### src/rtl/mips_shift_pkg.sv
// Shared encodings for the iterative MIPS32 shift unit: shift opcodes and FSM states.
package mips_shift_pkg;

  localparam logic [1:0] SH_SLL = 2'b00;
  localparam logic [1:0] SH_SRL = 2'b01;
  localparam logic [1:0] SH_SRA = 2'b10;
  localparam logic [1:0] SH_ROR = 2'b11;

  typedef enum logic [1:0] {
    IDLE  = 2'b00,
    SHIFT = 2'b01,
    DONE  = 2'b10
  } state_t;

endpackage

### src/rtl/shift_stage.sv
// One conditional shift by 2^k; reused every cycle by the iterative shift unit.
// Rotate support is compiled in only when ITER_SHIFT_ROTATE_EN is defined.
module shift_stage
  import mips_shift_pkg::*;
#(
  parameter int unsigned WIDTH   = 32,
  parameter int unsigned SHAMT_W = $clog2(WIDTH)
) (
  input  logic [WIDTH-1:0]   data,
  input  logic [1:0]         op,
  input  logic [SHAMT_W-1:0] k,
  input  logic               enable,
  output logic [WIDTH-1:0]   shifted
);

  // Stage weight 2^k never exceeds WIDTH/2, so it fits in SHAMT_W bits.
  logic [SHAMT_W-1:0] amt;
  assign amt = SHAMT_W'(1) << k;

`ifdef ITER_SHIFT_ROTATE_EN
  localparam logic [SHAMT_W:0] W_FULL = (SHAMT_W+1)'(WIDTH);
  logic [SHAMT_W:0] ramt;
  assign ramt = W_FULL - {1'b0, amt};
`endif

  always_comb begin
    shifted = data;
    if (enable) begin
      case (op)
        SH_SLL:  shifted = data << amt;
        SH_SRA:  shifted = $signed(data) >>> amt;
`ifdef ITER_SHIFT_ROTATE_EN
        SH_ROR:  shifted = (data >> amt) | (data << ramt);
`endif
        default: shifted = data >> amt;
      endcase
    end
  end

endmodule

### src/rtl/iter_shift_unit.sv
// Multi-cycle SLL/SRL/SRA(/ROR) unit resolving one shift-amount bit per cycle, MSB first.
// Optional rotate mode is enabled by defining ITER_SHIFT_ROTATE_EN.
module iter_shift_unit
  import mips_shift_pkg::*;
#(
  parameter int unsigned WIDTH   = 32,
  parameter int unsigned SHAMT_W = $clog2(WIDTH)
) (
  input  logic               clk,
  input  logic               rst_n,
  input  logic               start,
  input  logic [1:0]         op,
  input  logic [WIDTH-1:0]   data,
  input  logic [SHAMT_W-1:0] shamt,
  output logic               ready,
  output logic               busy,
  output logic               done,
  output logic [WIDTH-1:0]   result
);

  state_t             state;
  logic [WIDTH-1:0]   work_q;
  logic [1:0]         op_q;
  logic [SHAMT_W-1:0] shamt_q;
  logic [SHAMT_W-1:0] k_q;
  logic [WIDTH-1:0]   shifted;

  shift_stage #(
    .WIDTH   (WIDTH),
    .SHAMT_W (SHAMT_W)
  ) u_stage (
    .data    (work_q),
    .op      (op_q),
    .k       (k_q),
    .enable  (shamt_q[k_q]),
    .shifted (shifted)
  );

  // Control FSM; result and done are loaded on the edge that completes the k=0 stage.
  always_ff @(posedge clk or negedge rst_n) begin
    if (!rst_n) begin
      state   <= IDLE;
      ready   <= 1'b1;
      busy    <= 1'b0;
      done    <= 1'b0;
      result  <= '0;
      work_q  <= '0;
      op_q    <= SH_SLL;
      shamt_q <= '0;
      k_q     <= '0;
    end else begin
      done <= 1'b0;
      case (state)
        IDLE: begin
          if (start) begin
            work_q  <= data;
            op_q    <= op;
            shamt_q <= shamt;
            k_q     <= SHAMT_W'(SHAMT_W - 1);
            state   <= SHIFT;
            ready   <= 1'b0;
            busy    <= 1'b1;
          end
        end
        SHIFT: begin
          work_q <= shifted;
          if (k_q == '0) begin
            state  <= DONE;
            result <= shifted;
            done   <= 1'b1;
          end else begin
            k_q <= k_q - SHAMT_W'(1);
          end
        end
        DONE: begin
          state <= IDLE;
          ready <= 1'b1;
          busy  <= 1'b0;
        end
        default: begin
          state <= IDLE;
          ready <= 1'b1;
          busy  <= 1'b0;
        end
      endcase
    end
  end

endmodule

### config.mk
export PLATFORM = sky130hd
export DESIGN_NAME = iter_shift_unit
export DESIGN_NICKNAME = d
export VERILOG_FILES = /design/src/rtl/mips_shift_pkg.sv /design/src/rtl/shift_stage.sv /design/src/rtl/iter_shift_unit.sv
export SDC_FILE = /design/constraint.sdc
export NUM_CORES = 1
export LEC_CHECK = 0
export ABC_AREA = 1
export CAP_MARGIN = 5
export CORE_MARGIN = 2
export CORE_UTILIZATION = 40
export CTS_BUF_LIST = sky130_fd_sc_hd__clkbuf_8
export DETAILED_ROUTE_END_ITERATION = 8
export PLACE_DENSITY_LB_ADDON = 0.05
export SKIP_CTS_REPAIR_TIMING = 1
export SYNTH_ARGS = -nofsm -noshare
export SYNTH_HDL_FRONTEND = slang
export SYNTH_SLANG_ARGS = --single-unit
### constraint.sdc
create_clock -name clk -period 2.8 [get_ports clk]
set_clock_uncertainty 0.2 [all_clocks]
set_input_delay 0.42 -clock clk [delete_from_list [all_inputs] [get_ports clk]]
set_output_delay 0.42 -clock clk [all_outputs]
set_load 0.005 [all_outputs]
==> metrics.cfg <==
[setup_path]
r2r_end = work_q[16]$_DFFE_PN0P_
arrival_ns = 2.83
cpMostUsedCell = nand2_1
critPathKind = reg -> reg
slowest_stage = dfrtp_2
worstPathMaxFanout = 7
startpoint_type = flop
timing.rr.start = k_q[3]$_DFFE_PN0P_
required_ns = 2.92
r2r_setup_slack_ns = 0.1
worstRegToRegCells = 14
end_kind = flop
path_cells = nor2_8 > buf_4 > nand3_2 > nand2_1 > nand2_1 > o21ai_0 > nand2_1 > nand2_1 > nand2_1 > nand2_1 > nand2_1 > nand4_1 > nand3_1 > nand3_1
max_stage_delay_ns = 0.45

[sta]
fin_crit_sh = 0.965
min_period_ns = 2.70
slew_headroom = 0.574
setup_tns_ns = 0
worst_slack_ns = 0.0980
fmax_mhz = 370
setup_violations = 0
hold_viol = 0
slew_viol_final = 0
tightest_slew_ns = 0.639

[synth]
netlist.area_leader.share = 0.286
synth-compound-area-share = 0.103
netlist_area_sq_mm = 0.00700
synth_most_common_cell = nand2_1
synthAdderAreaFrac = 0.00357
ys_warn_count = 0
synthCells = 1206
yosysUniqueCellTypes = 37
muxShareOfSynthArea = 0
synthArstFlopShare = 1.00
synthXorXnorAreaFrac = 0.00125
synth_top_area_cell = dfrtp_1
yosys.area_share.simple = 0.512
synth_top_family_by_area = simple AND/OR/NAND/NOR gates
synth_common_cells = nand2_1, nand3_1, inv_1
syn_nets = 1250
synth.area.top_cells = dfrtp_1, nand2_1, nand3_1
synth_edf_count = 0
synth_seq_cells = 81
avgSynthCellArea_sq_um = 5.81
synth_ff_type = dfrtp_1
yosysSeqAreaShare = 0.290

[drt]
dr.pass1.iters = 6
vias = 8873
viasPerCell = 5.76
drc = 0
antenna_left = 0
wl_per_cell_um = 20.7
dr.first_iter.drc_count = 1216
wl_um = 31900

[run_status]
status = completed

[cts]
cts_tree = done
h-tree-depth = 3
clk_latency_ns = 0.39
cts.sinks = 81
root_buffer = clkbuf_8
clk_pin_slew_ns = 0.09
cts.path.max_buffers = 2
cts-buffers-inserted = 9

[die]
pin_count = 77
core_sq_mm = 0.0172
num_rows = 48
initial_utilization = 0.408
die_w_um = 136
die_h_um = 136
die_area_sq_mm = 0.0186

[global_routing]
grt_use_total = 0.349
antenna_found_initial = 1
grt_pass1_vias = 8092
grt_pass1_wl_um = 48500
overflow = 0
grt_max_degree = 45

[placement]
io_buffers = 76
dp.cells = 1512
dp_slack_ns = 0.120
place.gp.congestion = 1.02
dp_hpwl_um = 23800

[hold_path]
min_from = shamt_q[1]$_DFFE_PN0P_
whs_endpoint = shamt_q[1]$_DFFE_PN0P_
worstHoldPathType = reg -> reg
hold_path_depth = 2

[power_and_ir_drop]
peakVddDrop_v = 0.000837
p_per_area_mw_per_mm2 = 1540
p_total_w = 0.0135
leakage_nw = 4.44

[final_layout]
n_antenna_cell = 0
register_area_sq_mm = 0.00203
syn_to_final_growth_pct = 25.1
fin_nets = 1354
fin_util = 0.510
multiInputGateArea_sq_mm = 0.00440
nFillCells = 1894
final_cells = 1540
drive_above_1_share = 0.104

[run]
drv_cap = 0

==> layout by cell type (no fill, tap or decap), types with 2 or more instances in the layout <==
cell and instances:
inv_2 10, dfrtp_1 78, nand2_1 485, nand4_1 27
clkinv_2 2, inv_1 81, o21ai_1 22, nand3b_1 4
buf_12 12, nand3_1 218, dfrtp_2 2, clkdlybuf4s50_1 75
a21oi_1 18, o21ai_0 64, nor2_4 5, o2111ai_1 2
inv_6 3, o211ai_1 11, nand2_2 5, nor2_1 70
buf_4 68, o21a_1 3, nand3_2 8, o22ai_1 7
nor2_2 4, a31oi_1 3, ha_1 2, clkbuf_8 9
and2_1 2
==> cell families (layout without fill, tap and decap cells) <==
kind of cell | after synthesis | after routing
AO/OA/AOI/OAI | 132 | 132
flip-flops | 81 | 81
buffers and inverters | 158 | 266
AND/OR/NAND/NOR | 832 | 833
XOR/XNOR | 1 | 1
adder cells (fa/ha/maj) | 2 | 2
==> critical path: cells and delay by family (launching register included) <==
family / cells / cell delay, ns
AOI/OAI and AO/OA: 1 / 0.34
buffers and inverters: 1 / 0.15
DFF: 1 / 0.45
and+or+nand+nor: 12 / 1.50
==> worst max-delay path by stage <==
| stage | startpoint | end | slack, ns | cells after the start |
|---|---|---|---|---|
| finish | k_q[3]$_DFFE_PN0P_ | work_q[16]$_DFFE_PN0P_ | 0.1 | 14 |
| floorplan | k_q[3]$_DFFE_PN0P_ | work_q[26]$_DFFE_PN0P_ | 0.61 | 13 |
| global route | k_q[3]$_DFFE_PN0P_ | work_q[3]$_DFFE_PN0P_ | -0.01 | 15 |
| global placement | k_q[0]$_DFFE_PN0P_ | work_q[30]$_DFFE_PN0P_ | 0.12 | 12 |
| detailed placement | k_q[0]$_DFFE_PN0P_ | work_q[3]$_DFFE_PN0P_ | 0.12 | 15 |
| CTS | k_q[0]$_DFFE_PN0P_ | work_q[7]$_DFFE_PN0P_ | 0.12 | 15 |
==> area by class of cell <==
cell class | count | share of cell area
repair buffers | 157 | 0.174
well taps | 225 | 0.0321
flip-flops and latches | 81 | 0.232
clock inverters | 7 | 0.00600
inverters | 93 | 0.0401
multi-input cells | 968 | 0.502
clock buffers | 9 | 0.0141
==> per-stage QoR <==
stage	hold WS, ns	instance area [sq um]
floorplan	-0.0756	7000
global placement	0.261	8440
detailed placement	0.264	8440
CTS	-0.144	8620
global route	0.318	8760
finish	0.281	8760
==> power by group <==
part | internal, W | switching (W) | leakage (nW)
logic | 0.00358 | 0.00685 | 3.38
registers | 0.00178 | 0.000472 | 0.967
clock network | 0.000330 | 0.000513 | 0.0904
total | 0.00569 | 0.00783 | 4.44
==> sequential cells by signal, summed over array words and instances, names as in the netlist <==
register / flops
result: 32
work_q: 32
k_q: 5
shamt_q: 5
op_q: 2
state: 2
busy: 1
done: 1
ready: 1
==> per-layer routing <==
layer | wire length [um] | track usage | share of wire | vias up
li1 | - | - | - | 4164
met1 | 14100 | 0.516 | 0.44 | 4096
met2 | 13400 | 0.493 | 0.42 | 535
met3 | 3300 | 0.0705 | 0.10 | 76
met4 | 1090 | 0.137 | 0.034 | 2
met5 | 11 | 0 | 0.00035 | -
(Power assumes the default switching activity.)
